### config.mk
export PLATFORM = sky130hd
export DESIGN_NAME = rom_loader
export DESIGN_NICKNAME = d
export VERILOG_FILES = /design/src/rtl/rom_loader.sv
export SDC_FILE = /design/constraint.sdc
export NUM_CORES = 1
export LEC_CHECK = 0
export ABC_AREA = 1
export ABC_CLOCK_PERIOD_IN_PS = 3760
export CAP_MARGIN = 20
export CELL_PAD_IN_SITES_DETAIL_PLACEMENT = 1
export CELL_PAD_IN_SITES_GLOBAL_PLACEMENT = 2
export CORE_UTILIZATION = 35
export CTS_CLUSTER_SIZE = 24
export DETAILED_ROUTE_END_ITERATION = 12
export GPL_TIMING_DRIVEN = 1
export PLACE_DENSITY_LB_ADDON = 0.1
export SLEW_MARGIN = 20
export SYNTH_ARGS = -nofsm -noshare
export SYNTH_HDL_FRONTEND = slang
export SYNTH_SLANG_ARGS = --single-unit
### constraint.sdc
create_clock -name clk_sys -period 3.76 [get_ports clk_sys]
set_clock_uncertainty 0.05 [all_clocks]
set_input_delay 0.752 -clock clk_sys [delete_from_list [all_inputs] [get_ports clk_sys]]
set_output_delay 0.752 -clock clk_sys [all_outputs]
set_load 0.05 [all_outputs]
### src/rtl/rom_loader.sv
// Download-to-SDRAM loader: buffers data_io bytes in a small FIFO and replays
// them as one SDRAM write per mem_sync slot, holding the core in reset meanwhile.
module rom_loader #(
  parameter int unsigned DEPTH      = 4,
  parameter logic [24:0] ROM_BASE   = 25'h80000,
  parameter logic [24:0] EXT_BASE   = 25'h68000,
  parameter logic [7:0]  CMOS_INDEX = 8'hff
) (
  input  logic        clk_sys,
  input  logic        reset,
  input  logic        ioctl_download,
  input  logic [7:0]  ioctl_index,
  input  logic        ioctl_wr,
  input  logic [24:0] ioctl_addr,
  input  logic [7:0]  ioctl_dout,
  input  logic        mem_sync,
  output logic        loader_active,
  output logic        loader_we,
  output logic [24:0] loader_addr,
  output logic [7:0]  loader_data,
  output logic        loader_done,
  output logic        overflow
);

  localparam int unsigned AW = $clog2(DEPTH);

  typedef struct packed {
    logic [24:0] addr;
    logic [7:0]  data;
  } entry_t;

  entry_t        fifo_mem [DEPTH];
  entry_t        push_entry;
  logic [AW-1:0] wr_ptr;
  logic [AW-1:0] rd_ptr;
  logic [AW:0]   count;
  logic          download_q;
  logic          active_q;
  logic          accept;
  logic          empty;
  logic          full;
  logic          pop;
  logic          push;

  assign accept = ioctl_wr & ioctl_download & (ioctl_index != CMOS_INDEX);
  assign empty  = (count == '0);
  assign full   = (count == (AW+1)'(DEPTH));
  assign pop    = mem_sync & ~empty;
  // A pop in the same cycle frees the slot, so a full FIFO still takes the byte.
  assign push   = accept & (~full | pop);

  assign push_entry.addr = ioctl_addr + ((ioctl_index == 8'd0) ? ROM_BASE : EXT_BASE);
  assign push_entry.data = ioctl_dout;

  assign loader_active = ioctl_download | ~empty | loader_we;
  assign loader_done   = active_q & ~loader_active;

  // NOTE: storage is deliberately not reset; the pointers and count define
  // which entries are valid, so flushing them is enough.
  always_ff @(posedge clk_sys) begin
    if (push) fifo_mem[wr_ptr] <= push_entry;
  end

  // NOTE: all state below uses non-blocking assignments so every register
  // samples pre-edge values, independent of statement order.
  always_ff @(posedge clk_sys) begin
    if (reset) begin
      wr_ptr      <= '0;
      rd_ptr      <= '0;
      count       <= '0;
      loader_we   <= 1'b0;
      loader_addr <= '0;
      loader_data <= '0;
      overflow    <= 1'b0;
      download_q  <= 1'b0;
      active_q    <= 1'b0;
    end else begin
      download_q <= ioctl_download;
      active_q   <= loader_active;

      if (push) wr_ptr <= wr_ptr + AW'(1);
      if (pop)  rd_ptr <= rd_ptr + AW'(1);

      case ({push, pop})
        2'b10:   count <= count + (AW+1)'(1);
        2'b01:   count <= count - (AW+1)'(1);
        default: ;
      endcase

      // Outputs move only at slot boundaries so a write spans one whole slot.
      if (mem_sync) begin
        loader_we <= ~empty;
        if (!empty) begin
          loader_addr <= fifo_mem[rd_ptr].addr;
          loader_data <= fifo_mem[rd_ptr].data;
        end
      end

      if (accept & full & ~pop)
        overflow <= 1'b1;
      else if (ioctl_download & ~download_q)
        overflow <= 1'b0;
    end
  end

endmodule

* Word-level counts from Yosys, hierarchy flattened
Memories as Yosys holds them, arrays and structs flattened. A register that Yosys moved wholly into a read port is not among the register bits. Index checks and enable logic that the tools add are counted.
Operators by class: reduce and logical (&&, ||, !) cells 5, eq/ne operators 4, muxes and demuxes 6, bitwise operators 16, $add $sub $neg 5
Operator list (count):
- $add 25x20->25 | 1
- $mux 20 | 1
- $and 1x1->1 | 8
- $logic_not 8->1 | 1
- $ne 8x8->1 const B | 1
- $pmux 3 s2 | 1
- $not 1->1 | 5
- $add 2x1->2 const B | 2
- $mux 1 | 4
- $reduce_bool 2->1 | 2
- $add 3x1->3 const B | 1
- $eq 3x3->1 const B | 1
- $logic_not 3->1 | 1
- $or 1x1->1 | 3
- $sub 3x1->3 const B | 1
- $eq 2x1->1 const B | 1
- $eq 2x2->1 const B | 1
- $reduce_and 2->1 | 1
Word-level totals: RAM bits 132, bits of input ports 46, memories kept 1, flip-flop bits (word level) 11, output and inout bits 37, logic and storage cells 44
Memory list:
- fifo_mem | depth 4, width 33, read ports 1, clocked after memory_dff 1, wr ports 1, line 32 | entry_t fifo_mem [DEPTH];

* Logic depth before layout (Yosys ltp)
Gate-level depths: netlist of run 1.
depth after elaboration 7, depth in mapped cells 11, gate-level depth less buffers 11

* Worst setup path after synthesis of run 1
No wires, ideal clock.
kind in2reg, start in ioctl_index[0], end mem fifo_mem[0][0] (netlist name) (enable), required time 3.287 ns, library setup time 0.423 ns, cell stages on the path 5, path slack 0.748 ns, buffers on the path 0, arrival 2.539 ns, cell sequence nand2_1 > nor2_1 > nand2_1 > nand3_1 > nor2_1
Between the ends: longest elaborated chain between the ends 5
Ends and longest elaborated chain:
- from (decl) | line 12 | input logic [7:0] ioctl_index,
- $ne 8x8->1 | line 45 | assign accept = ioctl_wr & ioctl_download & (ioctl_index != CMOS_INDEX);
- $and 1x1->1 | line 45
- $and 1x1->1 | line 50 | assign push = accept & (~full | pop);
- $mux 1 | line 61 | if (push) fifo_mem[wr_ptr] <= push_entry;
- $mux 1 (implied by the code) | line 61
- to (decl) | line 32
Every way passes these cells.

* Final worst setup path of run 1
start in ioctl_download, end out loader_done
Between the ends: longest elaborated chain between the ends 4
Ends and longest elaborated chain:
- from (decl) | line 11 | input logic ioctl_download,
- $or 1x1->1 (2 in series) | line 55 | assign loader_active = ioctl_download | ~empty | loader_we;
- $not 1->1 | line 56 | assign loader_done = active_q & ~loader_active;
- $and 1x1->1 | line 56
- to (decl) | line 21 | output logic loader_done,
Every way passes these cells.

==> summary.txt, run 1 <==
Critical path
  – Reg2reg path depth: 5
  – Crit-path cells: clkdlybuf4s50_1 -> nor2_1 -> nand3_1 -> nor2_1 -> clkdlybuf4s50_1
  – CP Max Fanout: 3
  – R2r setup slk: 1.75 ns
  – Crit path buf inv count: 2
  – Worst path required time: 2.96 ns
  – Reg-to-Reg End: fifo_mem[2][25]
  – Reg2Reg Launch Point: count[0]
  – Slowest library cell on the worst path: clkdlybuf4s50_1
  – Max incr delay on CP: 0.80 ns
  – Critical path data arrival time: 2.33 ns
  – CP delay by family, top: buffers and inverters
  – Critical setup path kind: in -> out
  – Worst setup EP type: output pin
  – Crit path launch type: primary input

Timing
  – Fin crit period: 3.13 ns
  – Fmax: 319 MHz
  – RSZ-0062 raised after global routing: no
  – Setup TNS: 0 ns
  – Fin. Hold Viols: 0
  – Final worst slack: 0.627 ns
  – # setup viols final: 0
  – Crit share post-route: 0.833
  – Final Slew Violations: 0
  – Tightest Pin Transition: 0.792 ns
  – Max_slew headroom: 0.471

Logic synthesis
  – Area leader, netlist: edfxtp_1
  – Syn_nets: 644
  – Synthesized area: 0.00693 mm2
  – Warnings from Yosys: 0
  – Post-Syn Instances: 588
  – Synth top area share: 0.572
  – Synthesis-stage register bit count: 176
  – Seq/Total Area, Yosys: 0.699
  – Distinct cell type count after synthesis: 32
  – Synth area leaders: edfxtp_1 57%, dfxtp_1 13%, nor2_1 7.8%
  – Syn_area_per_cell: 11.8 um2

Route
  – Per-cell routed wire length: 17.2 um
  – # DRC: 0
  – 1st-iter DRT viols: 148
  – Vias: 4664
  – DR pass1 iterations: 4
  – Routed WL: 16300 um
  – DR vias/cell: 4.93
  – Post-route ant nets: 0

Layout
  – # nets final: 725
  – Layout cells sized above 1: 0.0924
  – N_diodes: 0
  – Final instance area: 0.00868 mm2
  – Area growth syn-to-layout: 25.2%

Global routing
  – First-pass GRT wire length: 25800 um
  – Number of global-route vias before repair: 4764
  – Final global-route overflow total: 0
  – Met1 Use GR: 0.217
  – GRT Max-Usage Layer: met2
  – Met3 Track Usage GR: 0.0335
  – Global routing met2 resource utilization: 0.293
  – Total GRT Usage: 0.172
  – Initial antenna violation count: 0
  – Largest net degree at the start of global routing: 68

Floorplanning
  – Core ar.: 0.0195 mm2
  – Die ar.: 0.0204 mm2
  – Die Y: 143 um
  – Std cell rows: 51
  – IO Pins: 83
  – Die W: 143 um
  – Initial Util: 0.356

Clock network
  – Clock buffer depth: 2
  – CTS buffer count: 17
  – Root Buffer: clkbuf_16
  – Clock-pin slew on the worst setup and hold paths: 0.06 ns
  – Postcts setup bufs: 0
  – CTS tree: done
  – H-tree levels: 4
  – Resize count post-CTS: 0
  – Worst-Skew Late Latency: 0.42 ns
  – Hold-fix buffers at CTS: 0
  – CTS sink cnt: 176

Placed design
  – Post-place setup slack: 0.566 ns
  – DPL Wire Length: 10100 um
  – IO Port Bufs: 82
  – Placed Instance Area: 0.00804 mm2
  – GPL Wtd Cong: 0.725

Pwr
  – Switch Pwr: 0.00194 W
  – Power share of the clock group: 0.321
  – P_int: 0.00390 W
  – Sw frac: 0.333
  – Seq pwr share: 0.410
  – PwrDens: 673 mW/mm2
  – Part of the power in combinational logic: 0.269
  – Peak VDD IR: 0.298 mV
  – Pleak: 3.04 nW
  – Power Total: 0.00584 W

Outcome
  – Status: completed

Hold path
  – Worst Min Path Start: overflow
  – WHS Path Cells: 2
  – Hold Crit Endpoint: overflow
  – HP Class: reg -> reg

Flow run
  – Max-Cap Viols: 0
power by group through the flow:
stage	Sequential [W]	Combinational, W	Clock, W
2_1_floorplan	0.00282	0.000719	0
3_3_place_gp	0.00243	0.00155	0
3_5_place_dp	0.00244	0.00160	0
4_1_cts	0.00240	0.00160	0.00192
5_1_grt	0.00241	0.00172	0.00199
6_report	0.00239	0.00157	0.00187
cells by family (layout without fill, tap and decap cells):
group                    count (synthesis)  after routing  synth area share
adder cells (fa/ha/maj)                 10             10            0.0191
AO/OA/AOI/OAI                          151            151             0.120
flip-flops                             176            176             0.699
buffers and inverters                   57            151            0.0451
AND/OR/NAND/NOR                        186            186             0.107
XOR/XNOR                                 8              8            0.0101
stage by stage:
step / utilization / std cells / hold slack [ns]
floorplan: - / 588 / 0.440
global placement: 0.412 / 914 / 0.416
detailed placement: 0.413 / 915 / 0.429
CTS: 0.446 / 947 / 0.439
global route: 0.446 / 947 / 0.469
finish: 0.446 / 947 / 0.434
worst max-delay path by stage:
stage                   start              end  cells after the start
4_1_cts        ioctl_download      loader_done                      5
3_3_place_gp   ioctl_download      loader_done                      5
3_5_place_dp   ioctl_index[5]  fifo_mem[3][32]                     10
2_1_floorplan  ioctl_index[0]   fifo_mem[0][0]                      5
6_report       ioctl_download      loader_done                      5
5_1_grt        ioctl_download      loader_done                      5
Yosys cell counts (all sizes together):
cell    number
nor2       145
buf         23
o21bai       1
nand2       28
xor2         7
a21oi       12
edfxtp     132
o21ai      103
o31ai        1
nor4         2
xnor2        1
or2          1
fa           1
nand3        9
a21o         1
clkbuf      10
nand4        1
a31oi       33
dfxtp       44
inv         24
ha           9
routing by layer:
layer | vias to the layer above | part of all wire | wire length, um
met5 | - | 0 | 0
li1 | 2234 | - | -
met4 | 0 | 0.016 | 262
met3 | 20 | 0.027 | 442
met2 | 73 | 0.49 | 8050
met1 | 2337 | 0.46 | 7550
state kept, by name (all words and copies together), names as in the netlist:
name,flops
fifo_mem,132
loader_addr,25
loader_data,8
count,3
rd_ptr,2
wr_ptr,2
active_q,1
download_q,1
loader_we,1
overflow,1
final cells by class:
cell class | instances | area [um2]
Inverter | 24 | 92.6
Tap cell | 265 | 332
Multi-Input combinational cell | 355 | 1800
Timing Repair Buffer | 95 | 968
Clock inverter | 13 | 173
Clock buffer | 19 | 464
Sequential cell | 176 | 4850
Fill cell | 2070 | 10800
placed cells by master, fill, tap and decap left out, types with 5 or more instances in the layout:
| master | netlist | routed |
|---|---|---|
| a21oi_1 | 12 | 12 |
| a31oi_1 | 29 | 29 |
| buf_4 | 2 | 9 |
| clkbuf_16 | 0 | 18 |
| clkdlybuf4s50_1 | 0 | 82 |
| dfxtp_1 | 44 | 43 |
| edfxtp_1 | 132 | 132 |
| ha_1 | 9 | 9 |
| inv_1 | 21 | 21 |
| nand2_1 | 24 | 24 |
| nand3_1 | 9 | 9 |
| nor2_1 | 144 | 140 |
| nor2_4 | 1 | 5 |
| o21ai_0 | 79 | 79 |
| o21ai_1 | 24 | 24 |
| xor2_1 | 7 | 7 |
worst min-delay path, stage by stage (launching register included):
cell     delay, ns
dfxtp_1       0.31
o21ai_0       0.07
a21oi_1       0.06
(Power assumes the default switching activity.)
==> run 2, diff against run 1 <==
- ABC_CLOCK_PERIOD_IN_PS: 3760 -> 2800
- CORE_UTILIZATION: 35 -> 33
- clock period: 3.76 -> 2.8 ns (I/O delays scaled with it)
==> summary.txt, run 2 (synthesis results as in run 1) <==
Layout
  – N_diodes: 0 (unchanged)
  – # nets final: 731 (+0.83%)
  – Commonest cells after routing, fill and taps aside: 140 x nor2_1, 132 x edfxtp_1, 80 x clkdlybuf4s50_1, 79 x o21ai_0, 42 x dfxtp_1
  – Biggest regs: fifo_mem x132, loader_addr x25, loader_data x8
  – Layout cells sized above 1: 0.102 (+0.00937)
  – Max reg flops: 132 (unchanged)
  – Final instance area: 0.00874 mm2 (+0.65%)
  – Area growth syn-to-layout: 26.0%
  – Fillers: 2201 (+6.3%)
  – Largest Register: fifo_mem
  – Commonest non-fill, non-tap cell in the layout: nor2_1

Critical path
  – CP Max Fanout: 4 (+1)
  – Crit-path cells: clkdlybuf4s50_1 -> nor4_1 -> nand2_1 -> ha_1 -> a21oi_1 -> nand2_1 -> a21oi_1 -> nor2_1 -> xor2_1
  – Crit path buf inv count: 1 (-1)
  – Worst setup EP type: flip-flop
  – CP delay by family, top: simple AND/OR/NAND/NOR gates
  – Reg2Reg Launch Point: count[0]
  – Slowest library cell on the worst path: clkdlybuf4s50_1
  – Critical setup path kind: in -> reg
  – Critical path data arrival time: 2.66 ns (+0.33 ns)
  – Max incr delay on CP: 0.42 ns (-0.38 ns)
  – Crit path from: ioctl_index[5]
  – Crit path launch type: primary input
  – Worst path required time: 2.95 ns (about the same)

Timing
  – Tightest Pin Transition: 0.799 ns (+0.00726 ns)
  – RSZ-0062 raised after global routing: no
  – Setup TNS: 0 ns (unchanged)
  – Crit share post-route: 0.896
  – Fin. Hold Viols: 0 (unchanged)
  – # setup viols final: 0 (unchanged)
  – Fin crit period: 2.51 ns
  – Final Slew Violations: 0 (unchanged)
  – WHS: 0.434 ns (+0.000671 ns)
  – Final worst slack: 0.293 ns (-0.334 ns)
  – Max_slew headroom: 0.467 (-0.00407)
  – Fmax: 399 MHz

Route
  – Routed length on met3: 481 um (+8.8%)
  – WL met1: 7680 um (+1.7%)
  – Metal2 WL: 8480 um (+5.4%)
  – Per-cell routed wire length: 17.6 um (+2.2%)
  – DR vias/cell: 4.87 (-1.0%)
  – Top sig layer: met4
  – Post-route ant nets: 0 (unchanged)
  – # DRC: 0 (unchanged)
  – Vias: 4670 (+0.13%)
  – 1st-iter DRT viols: 138 (-6.8%)
  – Routed WL: 16900 um (+3.4%)
  – DR pass1 iterations: 4 (unchanged)

Pwr
  – Pleak: 3.06 nW (+0.89%)
  – Peak VDD IR: 0.350 mV (+17%)
  – Power Total: 0.00774 W (+33%)
  – PwrDens: 886 mW/mm2 (+32%)

Floorplanning
  – Die ar.: 0.0216 mm2 (+6.0%)
  – Die W: 147 um (+2.9%)
  – IO Pins: 83 (unchanged)
  – Core ar.: 0.0204 mm2 (+5.0%)
  – Std cell rows: 52 (+2.0%)
  – Die Y: 147 um (+2.9%)
  – Initial Util: 0.339 (-0.0169)

Placed design
  – IO Port Bufs: 82 (unchanged)
  – GPL Wtd Cong: 0.752 (+3.7%)
  – Post-place setup slack: -0.118 ns (-0.684 ns)
  – DPL Wire Length: 10100 um (+0.16%)
  – Placed Instance Area: 0.00815 mm2 (+1.4%)

Clock network
  – Resize count post-CTS: 0 (unchanged)
  – CTS tree: done
  – Postcts setup bufs: 0 (unchanged)
  – H-tree levels: 4 (unchanged)
  – Hold-fix buffers at CTS: 0 (unchanged)
  – CTS sink cnt: 176 (unchanged)
  – Clock buffer depth: 2 (unchanged)
  – Worst-Skew Late Latency: 0.43 ns (about the same)
  – CTS buffer count: 17 (unchanged)
  – Root Buffer: clkbuf_16
  – Clock-pin slew on the worst setup and hold paths: 0.07 ns (about the same)

Global routing
  – Largest net degree at the start of global routing: 68 (unchanged)
  – Total GRT Usage: 0.166 (-0.00644)
  – First-pass GRT wire length: 26800 um (+3.9%)
  – Final global-route overflow total: 0 (unchanged)
  – Number of global-route vias before repair: 4916 (+3.2%)
  – Initial antenna violation count: 0 (unchanged)

Outcome
  – Status: completed

Flow run
  – Max-Cap Viols: 0 (unchanged)

Hold path
  – HP Class: reg -> reg
  – Worst Min Path Start: overflow
-- run 2: cell type report --
type,instances,area [um2],area share
clock inverters,14,154,0.0176
inverters,24,92.6,0.0106
well taps,270,338,0.0387
repair buffers,101,1070,0.123
multi-input cells,355,1800,0.207
clock buffers,18,429,0.0491
flip-flops and latches,176,4850,0.555
-- run 2: per-stage QoR --
| step | std cells | utilization |
|---|---|---|
| 2_1_floorplan | 588 | - |
| 3_3_place_gp | 926 | 0.399 |
| 3_5_place_dp | 926 | 0.399 |
| 4_1_cts | 958 | 0.428 |
| 5_1_grt | 958 | 0.428 |
| 6_report | 958 | 0.428 |
-- run 2: report_power, final --
| group | internal (W) | leakage, nW | switching, W |
|---|---|---|---|
| Clock | 0.00133 | 0.279 | 0.00103 |
| Sequential | 0.00307 | 1.56 | 0.000139 |
| Combinational | 0.000691 | 1.22 | 0.00148 |
| Total | 0.00510 | 3.06 | 0.00264 |
-- run 2: tightest hold or removal path, stage by stage, from the launching register on --
cell     delay [ns]
dfxtp_1        0.31
o21ai_0        0.07
a21oi_1        0.06
-- run 2: worst paths after layout --
kind              cells after the start  slack (ns)               to
setup / recovery                      9        0.29  fifo_mem[3][29]
hold / removal                        2        0.43         overflow
setup reg to reg                      6        1.07  fifo_mem[3][12]
hold reg to reg                       2        0.43         overflow
-- run 2: metal layers --
layer  track usage  up-vias
li1              -     2248
met1         0.202     2327
met2         0.292       78
met3        0.0345       17
met4        0.0552        0
met5             0        -
